$ cat src/rtl/xgen_pkg.sv
// Shared constants for xgen_seq: word format, entry indices, FSM encoding and
// the per-link coefficient tables (entry = CC*cos + CS*sin + K, Q16.16).
package xgen_pkg;

    localparam int XG_WIDTH        = 32;
    localparam int XG_DECIMAL_BITS = 16;
    localparam int XG_NUM_LINKS    = 7;
    localparam int XG_LINK_BITS    = 3;
    localparam int XG_ENTRIES      = 18;

    localparam int E_AX_AX = 0,  E_AX_AY = 1,  E_AX_AZ = 2;
    localparam int E_AY_AX = 3,  E_AY_AY = 4,  E_AY_AZ = 5;
    localparam int E_AZ_AX = 6,  E_AZ_AY = 7,  E_AZ_AZ = 8;
    localparam int E_LX_AX = 9,  E_LX_AY = 10, E_LX_AZ = 11;
    localparam int E_LY_AX = 12, E_LY_AY = 13, E_LY_AZ = 14;
    localparam int E_LZ_AX = 15, E_LZ_AY = 16, E_LZ_AZ = 17;

    localparam logic [1:0] S_IDLE = 2'd0;
    localparam logic [1:0] S_CALC = 2'd1;
    localparam logic [1:0] S_DONE = 2'd2;

    localparam int P1 = 65536;
    localparam int M1 = -65536;

    typedef logic signed [XG_WIDTH-1:0] coef_t;

    // Rows are links 0..6; columns follow the E_* entry order above.
    localparam coef_t CC [XG_NUM_LINKS][XG_ENTRIES] = '{
        '{P1,0,0, 0,P1,0, 0,0,0, 0,0,0,     0,0,0,      0,0,0},
        '{P1,0,0, 0,0,P1, 0,0,0, 0,14123,0, 0,0,0,      0,0,0},
        '{P1,0,0, 0,0,P1, 0,0,0, 0,26571,0, 0,0,0,      0,0,0},
        '{P1,0,0, 0,0,M1, 0,0,0, 0,0,0,     0,0,20316,  0,0,0},
        '{P1,0,0, 0,P1,0, 0,0,0, 0,0,0,     0,0,0,      8204,0,0},
        '{P1,0,0, 0,0,P1, 0,0,0, 0,0,0,     0,0,0,      0,0,0},
        '{P1,0,0, 0,0,M1, 0,0,0, 0,-3300,0, 0,0,0,      0,0,0}
    };

    localparam coef_t CS [XG_NUM_LINKS][XG_ENTRIES] = '{
        '{0,P1,0, M1,0,0, 0,0,0, 0,0,0, 0,0,0,      0,0,0},
        '{0,0,P1, M1,0,0, 0,0,0, 0,0,0, 0,-14123,0, 0,0,0},
        '{0,0,M1, P1,0,0, 0,0,0, 0,0,0, 0,-26571,0, 0,0,0},
        '{0,0,P1, P1,0,0, 0,0,0, 0,0,0, 0,0,0,      0,-20316,0},
        '{0,P1,0, M1,0,0, 0,0,0, 0,0,0, 0,0,0,      0,8204,0},
        '{0,0,P1, M1,0,0, 0,0,0, 0,0,0, 0,0,0,      0,0,0},
        '{0,0,P1, P1,0,0, 0,0,0, 0,0,0, 0,3300,0,   0,0,0}
    };

    localparam coef_t K [XG_NUM_LINKS][XG_ENTRIES] = '{
        '{0,0,0, 0,0,0, 0,0,P1, 0,0,0,     0,0,0, 0,0,0},
        '{0,0,0, 0,0,0, 0,M1,0, 0,0,0,     0,0,0, 14123,0,0},
        '{0,0,0, 0,0,0, 0,P1,0, 0,0,0,     0,0,0, -26571,0,0},
        '{0,0,0, 0,0,0, 0,P1,0, 0,0,0,     0,0,0, 0,0,0},
        '{0,0,0, 0,0,0, 0,0,P1, 0,0,-5120, 0,0,0, 0,0,0},
        '{0,0,0, 0,0,0, 0,M1,0, 0,0,0,     0,0,0, 0,0,0},
        '{0,0,0, 0,0,0, 0,P1,0, 0,0,0,     0,0,0, 11800,0,0}
    };

endpackage

$ cat src/rtl/xgen_seq_if.sv
// Request/result handshake bundle between the trig unit, xgen_seq and the
// forward-pass datapath.
interface xgen_seq_if
    import xgen_pkg::*;
#(
    parameter int WIDTH     = XG_WIDTH,
    parameter int LINK_BITS = XG_LINK_BITS
);
    logic                          in_valid;
    logic                          in_ready;
    logic [LINK_BITS-1:0]          link_in;
    logic signed [WIDTH-1:0]       sinq_in;
    logic signed [WIDTH-1:0]       cosq_in;
    logic                          out_valid;
    logic                          out_ready;
    logic [LINK_BITS-1:0]          out_link;
    logic                          out_err;
    logic [XG_ENTRIES*WIDTH-1:0]   xform_out;

    modport master (
        output in_valid, link_in, sinq_in, cosq_in, out_ready,
        input  in_ready, out_valid, out_link, out_err, xform_out
    );

    modport slave (
        input  in_valid, link_in, sinq_in, cosq_in, out_ready,
        output in_ready, out_valid, out_link, out_err, xform_out
    );
endinterface

$ cat src/rtl/xgen_fxp_mul.sv
// Signed fixed-point multiply: full-width product, floor shift by DECIMAL_BITS,
// truncated back to WIDTH.
module fxp_mul
    import xgen_pkg::*;
#(
    parameter int WIDTH        = XG_WIDTH,
    parameter int DECIMAL_BITS = XG_DECIMAL_BITS
) (
    input  logic signed [WIDTH-1:0] i_a,
    input  logic signed [WIDTH-1:0] i_b,
    output logic signed [WIDTH-1:0] o_p
);
    logic signed [2*WIDTH-1:0] w_full;
    logic                      w_unused;

    assign w_full   = (2*WIDTH)'(i_a) * (2*WIDTH)'(i_b);
    // Taking the slice is the arithmetic shift plus truncation in one step.
    assign o_p      = w_full[DECIMAL_BITS +: WIDTH];
    assign w_unused = ^{w_full[2*WIDTH-1:DECIMAL_BITS+WIDTH], w_full[DECIMAL_BITS-1:0]};
endmodule

$ cat src/rtl/xgen_seq.sv
// Time-multiplexed 6x6 spatial transform generator: one table entry per cycle.
//   state  | meaning
//   S_IDLE | in_ready high, waiting for a request
//   S_CALC | writing entry r_cnt, 18 cycles
//   S_DONE | out_valid high, outputs held until out_ready
module xgen_seq
    import xgen_pkg::*;
#(
    parameter int WIDTH        = XG_WIDTH,
    parameter int DECIMAL_BITS = XG_DECIMAL_BITS,
    parameter int NUM_LINKS    = XG_NUM_LINKS,
    parameter int LINK_BITS    = XG_LINK_BITS
) (
    input  logic       clk,
    input  logic       reset_n,
    xgen_seq_if.slave  bus
);
    logic [1:0]                  r_state;
    logic [4:0]                  r_cnt;
    logic [LINK_BITS-1:0]        r_link;
    logic signed [WIDTH-1:0]     r_sin;
    logic signed [WIDTH-1:0]     r_cos;
    logic                        r_err;
    logic [XG_ENTRIES*WIDTH-1:0] r_xform;

    logic [LINK_BITS-1:0]        w_lidx;
    logic signed [WIDTH-1:0]     w_cc;
    logic signed [WIDTH-1:0]     w_cs;
    logic signed [WIDTH-1:0]     w_k;
    logic signed [WIDTH-1:0]     w_pc;
    logic signed [WIDTH-1:0]     w_ps;
    logic signed [WIDTH-1:0]     w_sum;

    // An out-of-range link never reaches the table; zero coefficients give zero entries.
    assign w_lidx = r_err ? '0 : r_link;
    assign w_cc   = r_err ? '0 : WIDTH'(CC[w_lidx][r_cnt]);
    assign w_cs   = r_err ? '0 : WIDTH'(CS[w_lidx][r_cnt]);
    assign w_k    = r_err ? '0 : WIDTH'(K[w_lidx][r_cnt]);

    fxp_mul #(.WIDTH(WIDTH), .DECIMAL_BITS(DECIMAL_BITS)) u_mul_cos (
        .i_a (w_cc),
        .i_b (r_cos),
        .o_p (w_pc)
    );

    fxp_mul #(.WIDTH(WIDTH), .DECIMAL_BITS(DECIMAL_BITS)) u_mul_sin (
        .i_a (w_cs),
        .i_b (r_sin),
        .o_p (w_ps)
    );

    assign w_sum = w_pc + w_ps + w_k;

    always_ff @(posedge clk) begin
        if (!reset_n) begin
            r_state <= S_IDLE;
            r_cnt   <= '0;
            r_link  <= '0;
            r_sin   <= '0;
            r_cos   <= '0;
            r_err   <= 1'b0;
            r_xform <= '0;
        end else begin
            case (r_state)
                S_IDLE: begin
                    if (bus.in_valid) begin
                        r_link  <= bus.link_in;
                        r_sin   <= bus.sinq_in;
                        r_cos   <= bus.cosq_in;
                        r_err   <= (int'(bus.link_in) >= NUM_LINKS);
                        r_cnt   <= '0;
                        r_state <= S_CALC;
                    end
                end
                S_CALC: begin
                    r_xform[r_cnt*WIDTH +: WIDTH] <= w_sum;
                    if (r_cnt == 5'(E_LZ_AZ)) begin
                        r_cnt   <= '0;
                        r_state <= S_DONE;
                    end else begin
                        r_cnt <= r_cnt + 5'd1;
                    end
                end
                S_DONE: begin
                    if (bus.out_ready) begin
                        r_state <= S_IDLE;
                    end
                end
                default: r_state <= S_IDLE;
            endcase
        end
    end

    assign bus.in_ready  = (r_state == S_IDLE);
    assign bus.out_valid = (r_state == S_DONE);
    assign bus.out_link  = r_link;
    assign bus.out_err   = r_err;
    assign bus.xform_out = r_xform;
endmodule
$ cat src/flat_wrapper.sv
// flat-port wrapper written by rule: the top's interface ports become plain ports
module xgen_seq_flat import xgen_pkg::*;
#(
    parameter int WIDTH        = XG_WIDTH,
    parameter int DECIMAL_BITS = XG_DECIMAL_BITS,
    parameter int NUM_LINKS    = XG_NUM_LINKS,
    parameter int LINK_BITS    = XG_LINK_BITS
)
  (clk, reset_n, bus_in_valid, bus_link_in, bus_sinq_in, bus_cosq_in, bus_out_ready, bus_in_ready, bus_out_valid, bus_out_link, bus_out_err, bus_xform_out);
  xgen_seq_if #(.WIDTH(WIDTH), .LINK_BITS(LINK_BITS)) bus_i ();
  input  logic clk;
  input  logic reset_n;
  input wire logic [$bits(bus_i.in_valid)-1:0] bus_in_valid;
  input wire logic [$bits(bus_i.link_in)-1:0] bus_link_in;
  input wire logic [$bits(bus_i.sinq_in)-1:0] bus_sinq_in;
  input wire logic [$bits(bus_i.cosq_in)-1:0] bus_cosq_in;
  input wire logic [$bits(bus_i.out_ready)-1:0] bus_out_ready;
  output wire logic [$bits(bus_i.in_ready)-1:0] bus_in_ready;
  output wire logic [$bits(bus_i.out_valid)-1:0] bus_out_valid;
  output wire logic [$bits(bus_i.out_link)-1:0] bus_out_link;
  output wire logic [$bits(bus_i.out_err)-1:0] bus_out_err;
  output wire logic [$bits(bus_i.xform_out)-1:0] bus_xform_out;
  assign bus_i.in_valid = bus_in_valid;
  assign bus_i.link_in = bus_link_in;
  assign bus_i.sinq_in = bus_sinq_in;
  assign bus_i.cosq_in = bus_cosq_in;
  assign bus_i.out_ready = bus_out_ready;
  assign bus_in_ready = bus_i.in_ready;
  assign bus_out_valid = bus_i.out_valid;
  assign bus_out_link = bus_i.out_link;
  assign bus_out_err = bus_i.out_err;
  assign bus_xform_out = bus_i.xform_out;
  xgen_seq #(.WIDTH(WIDTH), .DECIMAL_BITS(DECIMAL_BITS), .NUM_LINKS(NUM_LINKS), .LINK_BITS(LINK_BITS)) u_core (.clk(clk), .reset_n(reset_n), .bus(bus_i));
endmodule
$ cat config.mk
export PLATFORM = sky130hd
export DESIGN_NAME = xgen_seq_flat
export DESIGN_NICKNAME = d
export VERILOG_FILES = /design/src/rtl/xgen_pkg.sv /design/src/rtl/xgen_seq_if.sv /design/src/rtl/xgen_fxp_mul.sv /design/src/rtl/xgen_seq.sv /design/src/flat_wrapper.sv
export SDC_FILE = /design/constraint.sdc
export NUM_CORES = 2
export LEC_CHECK = 0
export CORE_MARGIN = 5
export CORE_UTILIZATION = 62
export CTS_BUF_LIST = sky130_fd_sc_hd__clkbuf_16
export DETAILED_ROUTE_END_ITERATION = 7
export PLACE_DENSITY = 0.84
export SLEW_MARGIN = 20
export SYNTH_ARGS = -nofsm -noshare
export SYNTH_HDL_FRONTEND = slang
export SYNTH_HIERARCHICAL = 1
export SYNTH_SLANG_ARGS = --single-unit
$ cat constraint.sdc
create_clock -name clk -period 18.1 [get_ports clk]
set_input_delay 3.62 -clock clk [delete_from_list [all_inputs] [get_ports clk]]
set_output_delay 3.62 -clock clk [all_outputs]
set_load 0.005 [all_outputs]
## Word-level counts from Yosys, hierarchy flattened

Memories as Yosys holds them, arrays and structs flattened.
Index checks and enable logic that the tools add are counted.

- Register bits: 651
- Bits in read-only memories: 13824
- Input port bits: 71
- Output and inout port bits: 582
- Logic and storage cells: 61
- Memories kept: 3

Memories:

| memory | depth | bits a word | read ports | clocked after Yosys merged registers in | wr ports | line | source |
|---|---|---|---|---|---|---|---|
| (name not given) | 8 | 576 | 1 | 0 | 0 | xgen_seq.sv:36 | `assign w_cc = r_err ? '0 : WIDTH'(CC[w_lidx][r_cnt]);` |
| (name not given) | 8 | 576 | 1 | 0 | 0 | xgen_seq.sv:37 | `assign w_cs = r_err ? '0 : WIDTH'(CS[w_lidx][r_cnt]);` |
| (name not given) | 8 | 576 | 1 | 0 | 0 | xgen_seq.sv:38 | `assign w_k = r_err ? '0 : WIDTH'(K[w_lidx][r_cnt]);` |

- $add $sub $neg: 4
- $mul: 2
- $lt $le $gt $ge: 3
- Equal/unequal tests: 6
- Shifts and indexed selects: 2
- Muxes and demuxes: 27
- Bitwise logic cells: 2
- Reduce and logical (&&, ||, !) cells: 5

Operator list:

| cell | number |
|---|---|
| 576-bit 2-to-1 mux | 6 |
| 576-bit bitwise mux | 1 |
| 32-bit by 34-bit variable shift with 576-bit output (first input constant) | 1 |
| 32-bit by 34-bit indexed part select with 576-bit output | 1 |
| 32-bit binary-select mux with 5-bit select | 3 |
| 32-bit 2-to-1 mux | 9 |
| 32-bit by 32-bit multiplier with 48-bit output | 2 |
| 32-bit adder | 2 |
| 10-bit negation with 34-bit output | 1 |
| 5-bit 2-to-1 mux | 2 |
| 5-bit one-hot mux with 2 select lines | 1 |
| 6-bit >= comparator (second input constant) | 1 |
| 2-bit 2-to-1 mux | 3 |
| 5-bit NOT with 6-bit output | 1 |
| 2-bit one-hot mux with 3 select lines | 1 |
| 5-bit by 1-bit adder with 5-bit output (second input constant) | 1 |
| 5-bit equality test (second input constant) | 1 |
| 4-bit >= comparator (second input constant) | 1 |
| 2-bit != test (second input constant) | 2 |
| 3-bit NOT with 4-bit output | 1 |
| 2-bit AND reduction | 2 |
| 3-bit >= comparator (second input constant) | 1 |
| 3-bit 2-to-1 mux | 1 |
| 3-bit AND reduction | 1 |
| other kinds (5) | 5 |

## Logic depth before layout (Yosys ltp)

- Depth in word-level cells: 14
- Gate-level depth with buffers: 50
- Gate-level depth less buffers: 45

## By module

The synthesis kept the hierarchy.

By module, submodules not included:

| module | instances | cells an instance | area each (µm²) | sequential area each (µm²) |
|---|---|---|---|---|
| fxp_mul (u_core.u_mul_cos) | 1 | 3115 | 28732.6 | 0.0 |
| fxp_mul (u_core.u_mul_sin) | 1 | 3102 | 28707.5 | 0.0 |
| xgen_seq | 1 | 3360 | 27700.3 | 13032.5 |

## Least setup slack after synthesis

No wires, ideal clock.

- Kind: flip-flop to flip-flop
- Start point: reg u_core.r_err (netlist: u_core/bus.out_err)
- End point: reg u_core.r_xform[127] (netlist: u_core/bus.xform_out[127])
- Setup time: 79 ps
- Arrival time: 12669 ps
- Required time: 18021 ps
- Path slack: 5352 ps
- Cell stages (with the launch flop): 43
- Path buffers: 5
- Period minus slack after synthesis: 12748 ps
- Path through: dfxtp_1 > buf_2 > nand2b_1 > clkbuf_1 > ha_1 > nand2b_1 > nor2_1 > nor2_1 > a21oi_1 > clkbuf_1 > clkbuf_1 > nand2_1 > fa_1 > fa_1 > fa_1 > fa_1 > inv_1 > fa_1 > [... 7 more ...] > a21o_1 > nor4_4 > o31ai_1 > a31o_2 > a21o_1 > xor2_1 > fa_1 > ha_1 > a21oi_1 > o21a_1 > nand2b_1 > o2111ai_1 > a31oi_1 > nor2_1 > o221ai_2 > clkbuf_1 > nand4_1 > o211ai_1

- Longest elaborated chain between the ends: 14
- Elaborated cells on any way between the ends: 29
- Classes of those cells: add/sub (2); mul (2); shift (1); mux (20); bitwise (1); memory (3)

Ends and longest elaborated chain:

| item | line | source |
|---|---|---|
| start, declared | xgen_seq.sv:23 | `logic r_err;` |
| start signal, assigned | xgen_seq.sv:70 | `r_err <= (int'(bus.link_in) >= NUM_LINKS);` |
| 3-bit 2-to-1 mux | xgen_seq.sv:35 | `assign w_lidx = r_err ? '0 : r_link;` |
| 3-bit NOT with 4-bit output (not written as such) | xgen_seq.sv:37 |  |
| memory read 8 x 576 bit | - |  |
| 576-bit 2-to-1 mux (not written as such) (2 in series) | xgen_seq.sv:37 |  |
| 32-bit binary-select mux with 5-bit select | xgen_seq.sv:37 |  |
| 32-bit 2-to-1 mux (not written as such) (2 in series) | xgen_seq.sv:37 |  |
| 32-bit 2-to-1 mux * | xgen_seq.sv:37 |  |
| named net u_core.w_cs[17] | xgen_seq.sv:28 | `logic signed [WIDTH-1:0] w_cs;` |
| 32-bit by 32-bit multiplier with 48-bit output * | xgen_fxp_mul.sv:16 | `assign w_full = (2*WIDTH)'(i_a) * (2*WIDTH)'(i_b);` |
| named net u_core.w_ps[24] | xgen_seq.sv:31 | `logic signed [WIDTH-1:0] w_ps;` |
| 32-bit adder * (2 in series) | xgen_seq.sv:52 | `assign w_sum = w_pc + w_ps + w_k;` |
| 32-bit by 34-bit indexed part select with 576-bit output * | xgen_seq.sv:76 | `r_xform[r_cnt*WIDTH +: WIDTH] <= w_sum;` |
| 576-bit bitwise mux * | xgen_seq.sv:76 |  |
| end signal, assigned by index | xgen_seq.sv:76 |  |
| end, declared | xgen_seq.sv:24 | `logic [XG_ENTRIES*WIDTH-1:0] r_xform;` |

The timed path passes the listed nets; every way through them passes the cells marked *. The select of a mux whose other input is x is not followed.
A chain may end at the register's enable or synchronous reset.

## Worst setup path after layout

- Start point: reg u_core.r_cnt[0]
- End point: reg u_core.r_xform[28] (netlist: u_core/bus.xform_out[28])

- Longest elaborated chain between the ends: 10
- Elaborated cells on any way between the ends: 21
- Classes of those cells: add/sub (3); mul (2); shift (2); mux (13); bitwise (1)

Ends and longest elaborated chain:

| item | line | source |
|---|---|---|
| start, declared | xgen_seq.sv:19 | `logic [4:0] r_cnt;` |
| start signal, assigned | xgen_seq.sv:81 | `r_cnt <= r_cnt + 5'd1;` |
| 5-bit NOT with 6-bit output (not written as such) | xgen_seq.sv:37 |  |
| 32-bit binary-select mux with 5-bit select | xgen_seq.sv:37 |  |
| 32-bit 2-to-1 mux (not written as such) (2 in series) | xgen_seq.sv:37 |  |
| 32-bit 2-to-1 mux | xgen_seq.sv:37 |  |
| named net u_core.w_cs[10] | xgen_seq.sv:28 |  |
| 32-bit by 32-bit multiplier with 48-bit output | xgen_fxp_mul.sv:16 |  |
| named net u_core.w_ps[16] | xgen_seq.sv:31 |  |
| 32-bit adder (2 in series) | xgen_seq.sv:52 |  |
| 32-bit by 34-bit indexed part select with 576-bit output | xgen_seq.sv:76 |  |
| 576-bit bitwise mux | xgen_seq.sv:76 |  |

The timed path passes the listed nets, and every way through them passes these cells. The select of a mux whose other input is x is not followed.

==> key figures <==
Placement
  • GPL Wtd Cong: 0.974
  • Post-DP Area: 93000 um^2
  • Buffers on Ports: 652
  • Setup slack at placement: ~3700 ps
  • Placed cell count: approximately 12000
  • Final HPWL DP: 212000 um

STA
  • Final slew viol count: 0
  • Setup Total Neg Slack: 0 ps
  • Worst slew pin tran: around 1300 ps
  • Fmax achieved: 0.0668 GHz
  • Max_slew headroom: 0.160
  • Final setup violation count: 0
  • Hold Slack: ~450 ps
  • Tcrit/Tclk final: 0.827
  • Slack of the critical path: between 3000 and 4000 ps
  • Final Skew: about 80 ps
  • Count of final hold-check violations: 0
  • RSZ-0062 raised after global routing: false
  • Final min period: about 15000 ps

Setup path
  • Critical path's most frequent cell: fa_1
  • CP Capture Type: register
  • Slowest stage delay, CP: around 870 ps
  • Critical path class: register to register
  • Worst path required time: roughly 19000 ps
  • Critical-path maximum fanout: 34
  • Worst Path Buf+Inv: 4
  • Arr. time, crit path: 15450 ps
  • Crit path max-delay family: adder cells
  • Worst setup SP type: register
  • Critical Path Slowest Stage Cell: dfxtp_1

Clock tree
  • CTS root buf: clkbuf_16
  • CTS buffer count: 74
  • Clk slew on worst S/H paths: about 60 ps
  • Post-CTS Setup Inserts: 0
  • Cts hold-fix bufs: 0
  • Worst skew pair latency: between 700 and 800 ps
  • CTS Sinks: approximately 650
  • Cells resized by post-CTS repair: 0
  • Htree depth: 3
  • Clock Path Buffers: 3
  • CTS tree: done

Status
  • Outcome: finished clean

Floorplanning
  • # rows: roughly 140
  • Boundary Pins: approximately 650
  • Die X: between 300 and 400 um
  • Die Ht: around 380 um
  • Die area: 145000 um^2
  • Initial core utilization: 0.622
  • Core area: around 140000 um^2

Yosys
  • XOR/XNOR Fraction of Synth Area: 0.0186
  • Register area share after synthesis: 0.153
  • Distinct cell type count after synthesis: between 90 and 100
  • Mux share of post-synthesis cell area: 0.000353
  • Register bit total from synthesis: ~650
  • Adder-Cell Fraction of Synth Area: 0.454
  • Compound-cell area share of the yosys netlist: 0.0806
  • Cell Area, Synth: about 85000 um^2
  • Synth Area per Inst: slightly below 9 um^2
  • Synth Area in Simple Gates: 0.195
  • Number of synthesized flops with an enable pin: 0
  • Predominant post-synthesis flop cell: dfxtp_1
  • Largest family of logic cells by synthesized area: adder cells
  • Async set-reset flop share out of synthesis: 0
  • Synthesized netlist cell count: approximately 9600
  • Syn. warnings: 6

Routing
  • Routed WL: around 280000 um
  • TritonRoute pass-1 iters: 6
  • Via count: roughly 69000
  • Wire length per cell: ~24 um
  • DRT antenna net count: 0
  • Detailed router's first-iteration violation count: approximately 6000
  • Post-DR vias/cell: 5.87
  • DRC errors left: 0

Finish
  • Fin util: 0.697
  • Layout cells sized above 1: 0.0380
  • Area Overhead vs Synth: 12.1%
  • Fin area: 95500 um^2
  • Nets@finish: about 12000
  • Fin cells: 11715

Power
  • Maximum VDD drop: approximately 0.000083 V
  • Power density over the cells: about 44 nW/um^2
  • Lkg Pwr: 42.0 nW
  • Total chip power: 4.18 mW

GRT
  • Gr usage total: 0.393
  • Largest net degree at the start of global routing: 280
  • Number of global-route vias before repair: between 70000 and 80000
  • Grt total ovfl: 0
  • Antenna violations before repair: 21
  • First-pass GRT wire length: 436000 um

Run
  • Max-cap violations: 0

Min path
  • Hold Path Class: register to register
[placed cells by master (no fill, tap or decap), drive strengths merged, types with 5 or more instances in the layout]
cell type and instances:
nand2 1878, fa 1697, inv 1612, and2 1038
clkdlybuf4s50 651, dfxtp 651, a21boi 427, ha 373
o21ai 226, nand3 201, nor2 145, buf 140
xnor2 125, a21oi 100, clkbuf 74, nor2b 54
xor2 54, a21o 47, nand4 39, nand2b 37
nor3 37, clkinv 28, o31ai 24, o21a 21
a211oi 19, o311ai 19, o211ai 18, diode 17
conb 15, a31oi 15, and3 15, o21bai 14
or3 12, o221ai 10, nor4 9, or2 7
a41oi 6, a211o 5, o211a 5, a2111oi 5
[synthesized netlist by cell type, drive strengths merged (6+ instances only)]
cell type,count,share of area
o221ai,10,0.0011
a21oi,100,0.0059
nor3,37,0.0024
clkbuf,538,0.024
o21bai,14,0.0014
and3,15,0.0011
dfxtp,651,0.15
o31ai,24,0.0023
a21boi,427,0.038
nand4,39,0.0029
buf,66,0.0044
a21o,47,0.0042
ha,373,0.055
or2,7,0.00051
a31oi,15,0.0012
nand2b,37,0.0027
nor2b,54,0.0040
a41oi,6,0.00079
nor2,145,0.0069
o211ai,18,0.0016
and2,1038,0.076
nand2,1878,0.083
nand3,201,0.012
or3,12,0.00088
nor4,9,0.0011
a211oi,19,0.0019
fa,1697,0.40
xnor2,125,0.013
inv,1593,0.070
o21ai,226,0.013
o311ai,19,0.0020
o21a,21,0.0019
xor2,54,0.0056
[logic make-up after synthesis]
| family | count (synthesis) |
|---|---|
| buffers and inverters | 2198 |
| DFF | 651 |
| and+or+nand+nor | 3485 |
| other | 1 |
| AOI/OAI and AO/OA | 990 |
| xor gates and xnor gates | 179 |
| adders and majority gates | 2070 |
| muxes | 3 |
[final timing paths]
kind,slack (ps),start,end,cells after the start
worst max-delay path,3140,u_core/r_cnt[0],u_core/bus.xform_out[28],38
worst min-delay path,450,u_core/bus.xform_out[400],u_core/bus.xform_out[400],2
worst max register to register,3140,u_core/r_cnt[0],u_core/bus.xform_out[28],38
worst min register to register,450,u_core/bus.xform_out[400],u_core/bus.xform_out[400],2
[sequential cells by signal, summed over array words and instances (netlist names)]
name                  flops
u_core/bus.xform_out    576
u_core/bus.out_link       3
u_core/r_state            2
u_core/r_cos             32
u_core/r_sin             32
u_core/bus.out_err        1
u_core/r_cnt              5
[worst register-to-register path: cells and delay by family, from the launching register on]
kind	cells	cell delay (ps)
flops	1	870
simple gates	13	4280
fa+ha+maj	11	4950
buf+inv	4	1030
xor+xnor	1	290
compound gates	9	3360
[final cells by class]
type,instances,area (um^2)
diodes,17,42.5
clock buffers,74,1850
clock inverters,52,468
fillers,10188,41500
inverters,1594,5980
multi-input cells,6742,64200
flip-flops and latches,651,13100
well taps,1794,2240
repair buffers,791,7660
[metal layers]
| layer | up-vias | share of wire | global-route usage |
|---|---|---|---|
| li1 | 29244 | - | - |
| met1 | 34518 | 0.35 | 0.471 |
| met2 | 3970 | 0.45 | 0.609 |
| met3 | 1019 | 0.12 | 0.135 |
| met4 | 14 | 0.079 | 0.255 |
| met5 | - | 0.00033 | 0 |
[power by group]
group	total (mW)	internal (mW)	switching (mW)
clock network	1.49	0.798	0.693
registers	1.50	1.45	0.0473
logic	1.19	0.330	0.857
total	4.18	2.58	1.60
(Power assumes the default switching activity.)
